`src/rtl/phase_sequencer_pkg.sv`:
```
// Shared definitions for the phase sequencer.
//   - seq_state_e : run-control state encoding (IDLE=0, RUN=1, HALTED=2, PAUSE=3)
//   - PhaseW      : width of the phase counter
//   - PhHaltChk   : the only phase on which a halt request is honoured
//   - PhLast      : final phase of an instruction (completion phase)
package phase_sequencer_pkg;

    localparam int unsigned PhaseW = 3;

    localparam logic [PhaseW-1:0] PhHaltChk = 3'd4;
    localparam logic [PhaseW-1:0] PhLast    = 3'd7;

    typedef enum logic [1:0] {
        StIdle   = 2'd0,
        StRun    = 2'd1,
        StHalted = 2'd2,
        StPause  = 2'd3
    } seq_state_e;

endpackage

```
`src/rtl/sat_counter.sv`:
```
// Saturating up-counter with synchronous clear and a look-ahead equality match.
// Ports:
//   clk, rst : clock (rising edge) and asynchronous active-high reset
//   clear    : synchronous clear to zero (wins over inc)
//   inc      : increment by one, holding at all-ones
//   count    : current count
//   match    : high when the value the counter would take on inc equals MatchVal
module sat_counter #(
    parameter int unsigned       Width    = 16,
    parameter logic [Width-1:0]  MatchVal = '0
) (
    input  logic             clk,
    input  logic             rst,
    input  logic             clear,
    input  logic             inc,
    output logic [Width-1:0] count,
    output logic             match
);

    logic [Width-1:0] count_q;
    logic [Width-1:0] count_inc;
    logic             at_max;

    assign at_max    = &count_q;
    assign count_inc = at_max ? count_q : count_q + Width'(1);

    always_ff @(posedge clk or posedge rst) begin
        if (rst) begin
            count_q <= '0;
        end else if (clear) begin
            count_q <= '0;
        end else if (inc) begin
            count_q <= count_inc;
        end
    end

    assign count = count_q;
    // Compare the post-increment value so the caller can act on the same edge
    // that records the completion.
    assign match = (count_inc == MatchVal);

endmodule

```
`src/rtl/phase_sequencer.sv`:
```
// Phase sequencer: steps the 3-bit instruction phase 0..7 for the CPU controller,
// handles start/halt run control, counts completed instructions and provides an
// optional instruction-count watchdog.
// Optional build macro: PHASE_SEQ_STEP_EN enables single-step (PAUSE state).
// Ports:
//   clk, rst    : clock (rising edge) and asynchronous active-high reset
//   start       : run request, acted on in IDLE or HALTED
//   halt        : halt request, honoured only at phase 4 while running
//   step_mode   : pause after each instruction (step builds only)
//   step_req    : release one instruction from PAUSE (step builds only)
//   phase       : current phase 0..7
//   running     : state is RUN
//   halted      : state is HALTED
//   timeout     : sticky watchdog flag, cleared by start or rst
//   instr_done  : high on the phase-7 cycle while running
//   instr_count : saturating count of completed instructions
module phase_sequencer
    import phase_sequencer_pkg::*;
#(
    parameter int unsigned CNT_W     = 16,
    parameter int unsigned MAX_INSTR = 0
) (
    input  logic              clk,
    input  logic              rst,
    input  logic              start,
    input  logic              halt,
    input  logic              step_mode,
    input  logic              step_req,
    output logic [2:0]        phase,
    output logic              running,
    output logic              halted,
    output logic              timeout,
    output logic              instr_done,
    output logic [CNT_W-1:0]  instr_count
);

    localparam logic [CNT_W-1:0] MaxInstr = CNT_W'(MAX_INSTR);
    localparam bit               WdEn     = (MAX_INSTR != 0);

    seq_state_e        state_q;
    logic [PhaseW-1:0] phase_q;
    logic              timeout_q;
    logic              complete;
    logic              halt_hit;
    logic              cnt_match;
    logic              wd_fire;

`ifndef PHASE_SEQ_STEP_EN
    logic unused_step;
    assign unused_step = step_mode ^ step_req;
`endif

    assign complete = (state_q == StRun) && (phase_q == PhLast);
    assign halt_hit = (state_q == StRun) && (phase_q == PhHaltChk) && halt;
    assign wd_fire  = WdEn && complete && cnt_match;

    sat_counter #(
        .Width    (CNT_W),
        .MatchVal (MaxInstr)
    ) u_instr_cnt (
        .clk   (clk),
        .rst   (rst),
        .clear (1'b0),
        .inc   (complete),
        .count (instr_count),
        .match (cnt_match)
    );

    always_ff @(posedge clk or posedge rst) begin
        if (rst) begin
            state_q   <= StIdle;
            phase_q   <= '0;
            timeout_q <= 1'b0;
        end else begin
            unique case (state_q)
                StIdle: begin
                    phase_q <= '0;
                    if (start) begin
                        state_q   <= StRun;
                        timeout_q <= 1'b0;
                    end
                end
                StRun: begin
                    if (halt_hit) begin
                        // Abandon the instruction: no completion is recorded.
                        state_q <= StHalted;
                        phase_q <= '0;
                    end else begin
                        phase_q <= phase_q + 3'd1;
                        if (wd_fire) begin
                            state_q   <= StHalted;
                            timeout_q <= 1'b1;
                        end
`ifdef PHASE_SEQ_STEP_EN
                        else if (complete && step_mode) begin
                            state_q <= StPause;
                        end
`endif
                    end
                end
                StHalted: begin
                    phase_q <= '0;
                    if (start) begin
                        state_q   <= StRun;
                        timeout_q <= 1'b0;
                    end
                end
                StPause: begin
                    phase_q <= '0;
`ifdef PHASE_SEQ_STEP_EN
                    if (step_req || !step_mode) begin
                        state_q <= StRun;
                    end
`else
                    // Unreachable without single-step; recover to IDLE.
                    state_q <= StIdle;
`endif
                end
                default: begin
                    state_q <= StIdle;
                    phase_q <= '0;
                end
            endcase
        end
    end

    assign phase      = phase_q;
    assign running    = (state_q == StRun);
    assign halted     = (state_q == StHalted);
    assign timeout    = timeout_q;
    assign instr_done = complete;

endmodule

```
`config.mk`:
```
export PLATFORM = sky130hd
export DESIGN_NAME = phase_sequencer
export DESIGN_NICKNAME = d
export VERILOG_FILES = /design/src/rtl/phase_sequencer_pkg.sv /design/src/rtl/sat_counter.sv /design/src/rtl/phase_sequencer.sv
export SDC_FILE = /design/constraint.sdc
export NUM_CORES = 1
export LEC_CHECK = 0
export BUFFER_PORTS_ARGS = -buffer_cell sky130_fd_sc_hd__buf_2
export CAP_MARGIN = 10
export CORE_MARGIN = 3
export CORE_UTILIZATION = 54
export CTS_CLUSTER_SIZE = 20
export DETAILED_ROUTE_END_ITERATION = 6
export PLACE_DENSITY_LB_ADDON = 0.25
export SKIP_LAST_GASP = 1
export SYNTH_ARGS = -nofsm -noshare
export SYNTH_HDL_FRONTEND = slang
export SYNTH_SLANG_ARGS = --single-unit
```
`constraint.sdc`:
```
create_clock -name clk -period 3.5 [get_ports clk]
set_input_delay 0.175 -clock clk [delete_from_list [all_inputs] [get_ports clk]]
set_output_delay 0.175 -clock clk [all_outputs]
set_load 0.005 [all_outputs]
```
# [Yosys cells after proc, flatten, opt, wreduce, memory -nomap -nowiden]
# Index checks and enable logic that the tools add are counted.
[totals] in_bits=6 register_bits=21 output_inout_bits=23 word_cells=27
[classes] n_bitwise=1 n_eq_ne=7 mux=5 add_sub_neg=2 n_reduce_logical=9
[op_table] cell="16-bit by 1-bit adder with 16-bit output, second input constant" n=1
[op_table] cell="16-bit AND reduction" n=1
[op_table] cell="3-bit == test, second input constant" n=2
[op_table] cell="2-bit case mux with 3 select lines" n=1
[op_table] cell="3-bit case mux with 2 select lines" n=1
[op_table] cell="2-bit == test, second input constant" n=2
[op_table] cell="2-bit two-way mux" n=2
[op_table] cell="2-bit by 1-bit != test with 1-bit output, second input constant" n=2
[op_table] cell="2-bit AND reduction" n=2
[op_table] cell="3-bit by 1-bit adder with 3-bit output, second input constant" n=1
[op_table] cell="1-bit logical AND" n=3
[op_table] cell="3-bit two-way mux" n=1
[op_table] cell="3-bit OR reduction" n=1
[op_table] cell="2-bit by 1-bit == test with 1-bit output, second input constant" n=1
[op_table] cell="2-bit logical NOT" n=1
[op_table] cell="2-bit OR reduction" n=1
[op_table] cell="1-bit NOT" n=1

# [Longest topological paths before layout]
# Gate-level depths: netlist of the first run.
[logic_depth] ltp_word=5 mapped_depth=6 depth_no_buf=6

# [Cells and area by module]
# Synthesis of the first run repeated with hierarchy kept, for this count alone.
[unflattened] cells_unflattened=163 hier_area_um2=1450.1
[by_module_without_submodules] module="sat_counter" area_each_um2=1193.6 seq_area_each_um2=400.4 instances=1 cells_each=139
[by_module_without_submodules] module="phase_sequencer" area_each_um2=256.5 seq_area_each_um2=125.1 instances=1 cells_each=24

# [Worst setup path before layout of the first run]
# OpenSTA, ideal clock, no wires.
[synth_path] kind="flip-flop to flip-flop" from="reg phase_q[0] (netlist: phase[0])" to="reg u_instr_cnt.count_q[14] (netlist: u_instr_cnt.count[14])" synth_period_minus_slack_ns=1.686 stages_incl_launch_ff=7 required_time_ns=3.412 t_arrival_ns=1.598 path_slack_ns=1.814 path_buffers=0 setup_ns=0.088 path_cell_list="dfrtp_1 ha_1 ha_1 nand3b_1 nor4_1 a31oi_1 a41oi_1"
[synth_via] elab_chain_cells=3
[synth_lines] element="start: declaration" line_no="phase_sequencer.sv:41" text="logic [PhaseW-1:0] phase_q;"
[synth_lines] element="start signal: assignment" line_no="phase_sequencer.sv:89" text="phase_q <= phase_q + 3'd1;"
[synth_lines] element="3-bit == test" line_no="phase_sequencer.sv:53" text="assign complete = (state_q == StRun) && (phase_q == PhLast);"
[synth_lines] element="1-bit logical AND" line_no="phase_sequencer.sv:53"
[synth_lines] element="2-bit AND reduction (no source line)"
[synth_lines] element="end signal: assignment" line_no="sat_counter.sv:33" text="count_q <= count_inc;"
[synth_lines] element="end: declaration" line_no="sat_counter.sv:20" text="logic [Width-1:0] count_q;"
# Every way passes these cells.
# A chain may end at the register's enable or synchronous reset.

# [Worst setup path after layout of the first run]
[layout_path] from="reg phase_q[0] (netlist: phase[0])" to="reg u_instr_cnt.count_q[15] (netlist: u_instr_cnt.count[15])"
# Same word-level chain as after synthesis.

==> summary.txt, run 1 <==
Capture point of the critical path: u_instr_cnt.count[15]
Internal power: 382 uW
Ratio of routed vias to standard cells: 5.20
Synthesized cell area: 1050 sq um
Synthesized net count: 105
Largest net degree at the start of global routing: 22
Slew Viols, Final: 0
Final Hold Violating Endpoints: 0
Number of warnings issued by yosys: 0
Detailed router's first-iteration violation count: 17
Area fraction of the dominant cell type after synthesis: 50.1%
XOR/XNOR Fraction of Synth Area: 10.8%
Antenna Violating Nets Remaining: 0
Aggregate global routing overflow: 0
Half-perimeter wire length after placement: 1470 um
All-layer global routing usage: 17.0%
Post-synthesis share of cell area spent on and, or, nand and nor gates: 24.7%
Total Power: 542 uW
Net load switching power: 160 uW
Post-synthesis adder-cell area fraction: 4.77%
Average cell area after synthesis: 11.1 sq um
End of the worst register-to-register path: u_instr_cnt.count[15]
Max stage delay on crit path: 0.46 ns
# setup viols final: 0
Sequential element share of the synthesized area: 50.1%
Nature of the critical path endpoint: flip-flop
Count of input and output buffers: 25
Logic pwr share: 22.8%
Remaining DRCs: 0
Initial standard-cell utilization of the core: 58.9%
H-tree level count: 1
Hold buffers post-CTS: 0
Flip-flop and latch count after synthesis: 21
Buffers inserted by post-CTS timing repair: 0
Biggest area consumer among synthesized cells: sky130_fd_sc_hd__dfrtp_1
Most numerous cell in the Yosys netlist: sky130_fd_sc_hd__dfrtp_1
Chip Width: 50.1 um
Resized Gates After CTS: 0
Antenna Diode Count: 0
Final Non-Filler Cells: 148
Type of element launching the critical path: flip-flop
Cell total after placement: 144
First-pass GRT wire length: 3310 um
Number of synthesized flops with an enable pin: 0
Sequential cell fraction of total power: 56.7%
Yosys cell types: 35
Die footprint: 2510 sq um
Startpoint of the worst setup timing path: phase[0]
CTS max path bufs: 2
Main area contributors after synthesis: sky130_fd_sc_hd__dfrtp_1, sky130_fd_sc_hd__xor2_1, sky130_fd_sc_hd__ha_1
Number of global-route vias before repair: 730
R2r startpoint: phase[0]
Cell repeated most along the worst path: sky130_fd_sc_hd__ha_1
Max Clk Rate: 486 MHz
DRT Pass-1 Iters: 4
Sw Share: 29.6%
Post-route cell area: 1220 sq um
Initial antenna violation count: 0
I/O Pins: 29
CTS tree: done
Peak supply drop: 0.000285 V
Commonest cells in the netlist: sky130_fd_sc_hd__dfrtp_1, sky130_fd_sc_hd__xor2_1, sky130_fd_sc_hd__inv_1, sky130_fd_sc_hd__nand2_1, sky130_fd_sc_hd__nand3_1
Outcome: complete, no violations
Highest net fanout along the worst path: 4
Final Skew: 0.00211 ns
Min Tclk post-route: 2.06 ns
Clock root buffer: sky130_fd_sc_hd__clkbuf_4
Setup tns final: 0 ns
Synthesis-to-layout area growth: 16.7%
Area after detailed placement: 1200 sq um
Slowest stage cell on the critical path: sky130_fd_sc_hd__nor4b_1
Worst Reg2Reg Path Length in Cells: 6
Overall die height: 50.1 um
Kind of critical path: reg -> reg
Share of cell area taken by muxes after synthesis: 1.43%
Total core area: 1780 sq um
Primary flip-flop cell chosen by synthesis mapping: sky130_fd_sc_hd__dfrtp_1
Number of cells on the critical path: 6
Async SR Flop Fraction: 100%
Sink count of the clock tree: 21
Average wire per cell in the routed design: 13.0 um
Portion of the clock cycle consumed by the worst path in the final layout: 58.8%
Leakage power total: 0.701 nW
Via count: 769
Crit path DAT: 2.27 ns
Hold Crit Class: in -> async
Headroom to the max-slew limit: 48.8%
Max cap viols: 0
Clock Power Share: 20.6%
Unrepaired setup endpoints after global routing: false
Setup slack on the worst flop-to-flop path: 1.44 ns
List of cells traversed by the critical path: ha_1, ha_1, nand4_1, nor3_1, nor4b_1, xor2_1
Clock edge transition at the registers on the reported setup and hold paths: 0.11 ns
Rows: 15
Clock latency reported for the late side of the worst-skew pair: 0.29 ns
Share of post-route cells with drive strength above 1: 27.6%
Gate Count Post-Synth: 95
Final-stage net count: 134
Family of cells with the greatest summed delay on the critical path: simple AND/OR/NAND/NOR gates
Power per Cell Area: 443 nW/um^2
Post-synthesis compound-gate area fraction: 4.65%
WP buf/inv: 0
CP Data Required Time: 3.71 ns
Wire length after detailed routing: 1930 um
Combinational family with the most area after synthesis: simple AND/OR/NAND/NOR gates
Placer's final routability congestion estimate: 0.737
Number of buffers inserted during clock tree synthesis: 3
Slew at the pin closest to its max-slew limit: 0.768 ns
## per-stage QoR
step	hold WS (ns)	setup WS (ns)	utilization (%)
final	0.00259	1.44	68.7
after global routing	0.0481	1.32	68.7
after CTS	0.0219	1.45	68.7
after detailed placement	0.347	1.50	67.2
after global placement	0.349	1.63	67.2
after floorplan	0.152	1.81	-
## worst register-to-register path: cells and delay by family, from the launching register on
kind | cells | cell delay, ns
simple gates | 3 | 1.02
fa+ha+maj | 2 | 0.33
xor+xnor | 1 | 0.22
flops | 1 | 0.41
## cells in the final DEF (no fill, tap or decap), drive strengths merged, types with 2 or more instances in the layout
cell,count
ha,4
buf,25
nor4,4
nand2b,2
xnor2,3
nand2,5
nor3,3
nor2,4
nand3,5
dfrtp,21
xor2,10
nor2b,2
nand4,5
clkbuf,4
or2,2
nand3b,2
inv,7
## layout make-up
class / instances / area, sq um
Fill cell: 144 / 558
Multi-Input combinational cell: 66 / 490
Inverter: 7 / 26.3
Clock buffer: 4 / 26.3
Tap cell: 25 / 31.3
Sequential cell: 21 / 526
Timing Repair Buffer: 25 / 125
## metal layers
metal  global-route usage (%)  wire length (um)  part of all wire (%)
met5                        0                 0                     0
met4                     2.76                12                  0.62
met3                     3.63                70                   3.6
met2                     26.1               887                    46
met1                     24.8               956                    50
## kinds of logic after synthesis
kind of cell | after synthesis
buffers and inverters | 8
and+or+nand+nor | 40
muxes | 1
other | 1
AOI/OAI and AO/OA | 7
adders and majority gates | 4
DFF | 21
xor gates and xnor gates | 13
## how the worst min path moves through the flow
| stage | slack (ns) | cells past startpoint | from | endpoint |
|---|---|---|---|---|
| 2_1_floorplan | 0.15 | 1 | rst | phase[0] |
| 3_3_place_gp | 0.35 | 2 | rst | phase[2] |
| 3_5_place_dp | 0.35 | 2 | rst | u_instr_cnt.count[1] |
| 4_1_cts | 0.02 | 2 | rst | u_instr_cnt.count[1] |
| 5_1_grt | 0.05 | 2 | rst | u_instr_cnt.count[0] |
| 6_report | 0.003 | 2 | rst | u_instr_cnt.count[0] |
## sequential cells by signal (all words and copies together), names as in the netlist
register           flops
state_q                2
u_instr_cnt.count     16
phase                  3
## power by group through the flow
| stage | clock network, mW | registers, mW | logic [mW] |
|---|---|---|---|
| after floorplan | 0 | 0.310 | 0.0730 |
| after global placement | 0 | 0.310 | 0.120 |
| after detailed placement | 0 | 0.313 | 0.127 |
| after CTS | 0.116 | 0.307 | 0.127 |
| after global routing | 0.130 | 0.314 | 0.142 |
| final | 0.111 | 0.307 | 0.123 |
(Power assumes the default switching activity.)
==> run 2, diff against run 1 <==
--- a/config.mk
+++ b/config.mk
@@ -8,7 +8,7 @@
 export BUFFER_PORTS_ARGS = -buffer_cell sky130_fd_sc_hd__buf_2
 export CAP_MARGIN = 10
 export CORE_MARGIN = 3
-export CORE_UTILIZATION = 54
+export CORE_UTILIZATION = 45
 export CTS_CLUSTER_SIZE = 20
 export DETAILED_ROUTE_END_ITERATION = 6
 export PLACE_DENSITY_LB_ADDON = 0.25
==> constraint.sdc (replaced) <==
create_clock -name clk -period 1.8 [get_ports clk]
set_input_delay 0.09 -clock clk [delete_from_list [all_inputs] [get_ports clk]]
set_output_delay 0.09 -clock clk [all_outputs]
set_load 0.005 [all_outputs]
==> summary.txt, run 2 (same netlist as run 1, synthesis figures left out) <==
CTS max path bufs: 2 (unchanged)
Nature of the critical path endpoint: flip-flop (unchanged)
Largest net degree at the start of global routing: 22 (unchanged)
Setup slack on the worst flop-to-flop path: 0.08 ns (was 1.44 ns)
Worst Reg2Reg Path Length in Cells: 6 (unchanged)
Sink count of the clock tree: 21 (unchanged)
Most common cell after layout, fill and taps aside: sky130_fd_sc_hd__buf_2 (unchanged)
Average wire per cell in the routed design: 12.9 um (was 13.0 um)
Half-perimeter wire length after placement: 1490 um (was 1470 um)
Count of input and output buffers: 25 (unchanged)
Share of post-route cells with drive strength above 1: 34.8% (was 27.6%)
Antenna Diode Count: 0 (unchanged)
Headroom to the max-slew limit: 47.5% (was 48.8%)
DRT Pass-1 Iters: 4 (unchanged)
Clock edge transition at the registers on the reported setup and hold paths: 0.12 ns (was 0.11 ns)
Total Power: 1.09 mW (was 542 uW)
Aggregate global routing overflow: 0 (unchanged)
Final-stage net count: 143 (was 134)
Die footprint: 2950 sq um (was 2510 sq um)
Cell depth of the worst min-delay path: 3
Outcome: complete, no violations (unchanged)
Ratio of routed vias to standard cells: 5.19 (was 5.20)
Type of element launching the critical path: flip-flop (unchanged)
R2r startpoint: phase[0] (unchanged)
Placer's final routability congestion estimate: 0.805 (was 0.737)
Worst path setup slack after routing: 0.0815 ns (was 1.44 ns)
Portion of the clock cycle consumed by the worst path in the final layout: 95.5% (was 58.8%)
Number of global-route vias before repair: 744 (was 730)
Synthesis-to-layout area growth: 25.5% (was 16.7%)
Max FFs per register: 16 (unchanged)
Chip Width: 54.3 um (was 50.1 um)
CP Data Required Time: 2.03 ns (was 3.71 ns)
Remaining DRCs: 0 (unchanged)
First-pass GRT wire length: 3330 um (was 3310 um)
Setup tns final: 0 ns (unchanged)
Clock latency reported for the late side of the worst-skew pair: 0.31 ns (was 0.29 ns)
End of the worst register-to-register path: u_instr_cnt.count[10] (was u_instr_cnt.count[15])
Worst hold path endpoint: state_q[1]
Antenna Violating Nets Remaining: 0 (unchanged)
Max cap viols: 0 (unchanged)
Slew Viols, Final: 0 (unchanged)
Detailed router's first-iteration violation count: 11 (was 17)
Overall die height: 54.3 um (was 50.1 um)
Initial standard-cell utilization of the core: 50.4% (was 58.9%)
All-layer global routing usage: 15.7% (was 17.0%)
Hold Path Origin: start
Via count: 826 (was 769)
Hold Crit Class: in -> reg (was in -> async)
Leakage power total: 0.749 nW (was 0.701 nW)
Peak supply drop: 0.000717 V (was 0.000285 V)
Number of buffers inserted during clock tree synthesis: 3 (unchanged)
Post-layout util: 63.3% (was 68.7%)
# setup viols final: 0 (unchanged)
Unrepaired setup endpoints after global routing: true (was false)
Initial antenna violation count: 0 (unchanged)
Rows: 16 (was 15)
Total of fill cells in the finished design: 186 (was 144)
Power per Cell Area: 828 nW/um^2 (was 443 nW/um^2)
Crit path DAT: 1.95 ns (was 2.27 ns)
Highest net fanout along the worst path: 4 (unchanged)
I/O Pins: 29 (unchanged)
Max Clk Rate: 582 MHz (was 486 MHz)
Wire length after detailed routing: 2060 um (was 1930 um)
Final Hold Violating Endpoints: 0 (unchanged)
Kind of critical path: reg -> reg (unchanged)
H-tree level count: 1 (unchanged)
Worst Hold Margin: 0.0321 ns (was 0.00259 ns)
Pre-CTS setup slack: 0.0436 ns (was 1.50 ns)
Highest-count cells in the layout ignoring fill and taps: sky130_fd_sc_hd__buf_2, sky130_fd_sc_hd__dfrtp_1, sky130_fd_sc_hd__xor2_1 (unchanged)
Final Skew: 0.00668 ns (was 0.00211 ns)
Min Tclk post-route: 1.72 ns (was 2.06 ns)
CTS tree: done (unchanged)
Total core area: 2080 sq um (was 1780 sq um)
Slew at the pin closest to its max-slew limit: 0.786 ns (was 0.768 ns)
Clock root buffer: sky130_fd_sc_hd__clkbuf_4 (unchanged)
==> run 2: changes by cell type in the layout (fill, tap and decap cells not counted) <==
cell | previous run | this run
sky130_fd_sc_hd__nor4_2 | 0 | 2
sky130_fd_sc_hd__dlygate4sd3_1 | 0 | 1
sky130_fd_sc_hd__clkinv_2 | 0 | 1
sky130_fd_sc_hd__nor4b_1 | 1 | 0
sky130_fd_sc_hd__nor4b_2 | 0 | 1
sky130_fd_sc_hd__buf_4 | 0 | 8
sky130_fd_sc_hd__nor4_1 | 3 | 1
sky130_fd_sc_hd__clkbuf_1 | 1 | 0
==> run 2: power breakdown <==
part	internal, mW	total, mW	switching (mW)	leakage (nW)
Clock	0.0830	0.228	0.145	0.0177
Sequential	0.536	0.592	0.0554	0.283
Combinational	0.138	0.272	0.134	0.448
Total	0.757	1.09	0.335	0.749
==> run 2: per-stage QoR <==
step / cell area, sq um / instances
2_1_floorplan: 1050 / 95
3_3_place_gp: 1250 / 152
3_5_place_dp: 1250 / 152
4_1_cts: 1280 / 157
5_1_grt: 1320 / 159
6_report: 1320 / 159
==> run 2: what timing repair did <==
item                                    4_1_cts  5_1_grt
hold buffers                                  1        0
endpoints found under the hold margin        21        0
resized for setup                             0        3
endpoints found under the setup margin        0        7
buffers inserted                              0        2
==> run 2: area by class of cell <==
class	count	area [sq um]	area share, %
inverters	7	26.3	1.99
clock buffers	3	22.5	1.71
multi-input cells	66	509	38.7
flip-flops and latches	21	526	39.9
clock inverters	1	5.00	0.380
repair buffers	34	195	14.8
well taps	27	33.8	2.56
==> run 2: worst max path at each step <==
| stage | start | end | slack (ns) | cells after the start |
|---|---|---|---|---|
| 6_report | phase[0] | u_instr_cnt.count[10] | 0.08 | 6 |
| 3_3_place_gp | phase[0] | u_instr_cnt.count[10] | 0.09 | 6 |
| 4_1_cts | phase[0] | u_instr_cnt.count[13] | 0.01 | 6 |
| 2_1_floorplan | phase[0] | u_instr_cnt.count[14] | 0.11 | 6 |
| 5_1_grt | phase[0] | u_instr_cnt.count[14] | -0.08 | 7 |
| 3_5_place_dp | phase[0] | u_instr_cnt.count[13] | 0.04 | 6 |
==> run 2: metal layers <==
metal	track usage, %	vias to the layer above	share of wire (%)
met5	0	-	0
met4	8.71	0	2.2
met3	2.45	5	3.7
met2	22.3	20	43
met1	22.5	396	51
li1	-	405	-
==> run 2: critical path, cell delays in order (launching register included) <==
cell                       delay (ns)
sky130_fd_sc_hd__dfrtp_1         0.41
sky130_fd_sc_hd__ha_1            0.16
sky130_fd_sc_hd__ha_1            0.15
sky130_fd_sc_hd__nand3b_1        0.12
sky130_fd_sc_hd__or2_1           0.31
sky130_fd_sc_hd__nor4_2          0.32
sky130_fd_sc_hd__xor2_1          0.17
==> run 3, diff against run 2 <==
--- a/config.mk
+++ b/config.mk
@@ -11,7 +11,7 @@
 export CORE_UTILIZATION = 45
 export CTS_CLUSTER_SIZE = 20
 export DETAILED_ROUTE_END_ITERATION = 6
-export PLACE_DENSITY_LB_ADDON = 0.25
+export PLACE_DENSITY = 0.76
 export SKIP_LAST_GASP = 1
 export SYNTH_ARGS = -nofsm -noshare
 export SYNTH_HDL_FRONTEND = slang
==> summary.txt, run 3 (same netlist as run 1, synthesis figures left out) <==
Headroom to the max-slew limit: 47.1% (was 47.5%)
Final Skew: 0.00299 ns (was 0.00668 ns)
Synthesis-to-layout area growth: 31.9% (was 25.5%)
CTS tree: done (unchanged)
Slew at the pin closest to its max-slew limit: 0.792 ns (was 0.786 ns)
Die footprint: 2950 sq um (unchanged)
Min Tclk post-route: 1.73 ns (was 1.72 ns)
Slowest stage cell on the critical path: sky130_fd_sc_hd__dfrtp_1 (unchanged)
Detailed router's first-iteration violation count: 6 (was 11)
R2r startpoint: phase[0] (unchanged)
Power per Cell Area: 808 nW/um^2 (was 828 nW/um^2)
Number of buffers inserted during clock tree synthesis: 3 (unchanged)
Pre-CTS setup slack: 0.0367 ns (was 0.0436 ns)
Number of cells on the critical path: 6 (unchanged)
Max Clk Rate: 578 MHz (was 582 MHz)
Remaining DRCs: 0 (unchanged)
Antenna Violating Nets Remaining: 0 (unchanged)
Aggregate global routing overflow: 0 (unchanged)
Via count: 856 (was 826)
Slew Viols, Final: 0 (unchanged)
Cell depth of the worst min-delay path: 3 (unchanged)
Highest net fanout along the worst path: 4 (unchanged)
Half-perimeter wire length after placement: 1650 um (was 1490 um)
Final Hold Violating Endpoints: 0 (unchanged)
Rows: 16 (unchanged)
Highest-count cells in the layout ignoring fill and taps: sky130_fd_sc_hd__buf_2, sky130_fd_sc_hd__dfrtp_1, sky130_fd_sc_hd__buf_4 (was sky130_fd_sc_hd__buf_2, sky130_fd_sc_hd__dfrtp_1, sky130_fd_sc_hd__xor2_1)
Wire length after detailed routing: 2220 um (was 2060 um)
Cell total after placement: 160 (was 152)
Kind of critical path: reg -> reg (unchanged)
Initial standard-cell utilization of the core: 50.4% (unchanged)
Portion of the clock cycle consumed by the worst path in the final layout: 96.0% (was 95.5%)
Sink count of the clock tree: 21 (unchanged)
Chip Width: 54.3 um (unchanged)
Post-layout util: 66.5% (was 63.3%)
Outcome: complete, no violations (unchanged)
Worst path setup slack after routing: 0.0712 ns (was 0.0815 ns)
Initial antenna violation count: 0 (unchanged)
CP Data Required Time: 2.04 ns (was 2.03 ns)
Post-route cell area: 1390 sq um (was 1320 sq um)
Clock root buffer: sky130_fd_sc_hd__clkbuf_4 (unchanged)
Share of post-route cells with drive strength above 1: 38.8% (was 34.8%)
Final-stage net count: 150 (was 143)
Count of input and output buffers: 25 (unchanged)
Family of cells with the greatest summed delay on the critical path: simple AND/OR/NAND/NOR gates (unchanged)
Number of global-route vias before repair: 822 (was 744)
# setup viols final: 0 (unchanged)
DRT Pass-1 Iters: 4 (unchanged)
Ratio of routed vias to standard cells: 5.16 (was 5.19)
Type of element launching the critical path: flip-flop (unchanged)
Hold Crit Class: in -> reg (unchanged)
Crit path DAT: 1.97 ns (was 1.95 ns)
Cell repeated most along the worst path: sky130_fd_sc_hd__ha_1 (unchanged)
Max FFs per register: 16 (unchanged)
Largest net degree at the start of global routing: 22 (unchanged)
CTS max path bufs: 2 (unchanged)
Area after detailed placement: 1310 sq um (was 1250 sq um)
Clock latency reported for the late side of the worst-skew pair: 0.30 ns (was 0.31 ns)
Most common cell after layout, fill and taps aside: sky130_fd_sc_hd__buf_2 (unchanged)
Leakage power total: 0.784 nW (was 0.749 nW)
Average wire per cell in the routed design: 13.4 um (was 12.9 um)
Peak supply drop: 0.000649 V (was 0.000717 V)
Worst Reg2Reg Path Length in Cells: 6 (unchanged)
List of cells traversed by the critical path: ha_1, ha_1, nand4_1, or2_2, nor4_2, xor2_1 (was ha_1, ha_1, nand3b_1, or2_1, nor4_2, xor2_1)
WP buf/inv: 0 (unchanged)
Placer's final routability congestion estimate: 0.775 (was 0.805)
I/O Pins: 29 (unchanged)
Nature of the critical path endpoint: flip-flop (unchanged)
Capture point of the critical path: u_instr_cnt.count[13] (was u_instr_cnt.count[10])
Antenna Diode Count: 0 (unchanged)
Max cap viols: 0 (unchanged)
Final Non-Filler Cells: 166 (was 159)
Startpoint of the worst setup timing path: phase[0] (unchanged)
All-layer global routing usage: 16.8% (was 15.7%)
Total core area: 2080 sq um (unchanged)
First-pass GRT wire length: 3510 um (was 3330 um)
End of the worst register-to-register path: u_instr_cnt.count[13] (was u_instr_cnt.count[10])
Overall die height: 54.3 um (unchanged)
Max stage delay on crit path: 0.41 ns (about the same)
Setup tns final: 0 ns (unchanged)
Clock edge transition at the registers on the reported setup and hold paths: 0.11 ns (was 0.12 ns)
H-tree level count: 1 (unchanged)
Unrepaired setup endpoints after global routing: true (unchanged)
Setup slack on the worst flop-to-flop path: 0.07 ns (was 0.08 ns)
run 3: cell types whose count changed in the layout (fill, tap and decap cells not counted):
cell                       delta
sky130_fd_sc_hd__nor4_4       +1
sky130_fd_sc_hd__buf_4        +7
sky130_fd_sc_hd__or2_4        +1
sky130_fd_sc_hd__or2_1        -1
sky130_fd_sc_hd__nor4_2       -1
sky130_fd_sc_hd__nor3_2       +1
sky130_fd_sc_hd__nor3_1       -1
sky130_fd_sc_hd__clkinv_2     -1
sky130_fd_sc_hd__clkbuf_1     +1
run 3: worst reg2reg max path, stage by stage, from the launching register on:
cell and delay (ns):
sky130_fd_sc_hd__dfrtp_1 0.41, sky130_fd_sc_hd__ha_1 0.16, sky130_fd_sc_hd__ha_1 0.17, sky130_fd_sc_hd__nand4_1 0.12, sky130_fd_sc_hd__or2_2 0.34, sky130_fd_sc_hd__nor4_2 0.31
sky130_fd_sc_hd__xor2_1 0.16
run 3: routing by layer:
metal / share of wire (%) / global-route usage (%) / wire [um]
met4: 2.2 / 9.96 / 48
met3: 4.8 / 2.45 / 107
met5: 0 / 0 / 0
met1: 44 / 20.2 / 977
met2: 49 / 28.3 / 1090
run 3: timing repair:
| action | CTS | global route |
|---|---|---|
| endpoints found under the setup margin | 0 | 6 |
| hold buffers | 1 | 0 |
| endpoints found under the hold margin | 21 | 0 |
| resized for setup | 0 | 6 |
| setup buffers | 0 | 1 |
run 3: final cells by class:
type / instances / area, sq um
flip-flops and latches: 21 / 526
clock buffers: 4 / 26.3
well taps: 27 / 33.8
fillers: 174 / 697
inverters: 7 / 26.3
repair buffers: 41 / 248
multi-input cells: 66 / 526
run 3: how the worst min path moves through the flow:
stage	to	startpoint	slack, ns
finish	state_q[0]	start	0.03
global route	state_q[1]	start	0.06
detailed placement	phase[0]	rst	0.28
global placement	phase[0]	rst	0.26
floorplan	phase[0]	rst	0.07
CTS	state_q[0]	start	0.02
run 3: stage by stage:
step	power, mW	hold WS [ns]
4_1_cts	1.12	0.0239
2_1_floorplan	0.745	0.0665
3_5_place_dp	0.891	0.281
5_1_grt	1.20	0.0633
3_3_place_gp	0.872	0.264
6_report	1.12	0.0253
run 3: power breakdown:
part	switching [mW]	total, mW	internal (mW)	leakage, nW
clock network	0.141	0.227	0.0864	0.0150
logic	0.143	0.305	0.161	0.486
registers	0.0507	0.587	0.536	0.283
total	0.335	1.12	0.784	0.784
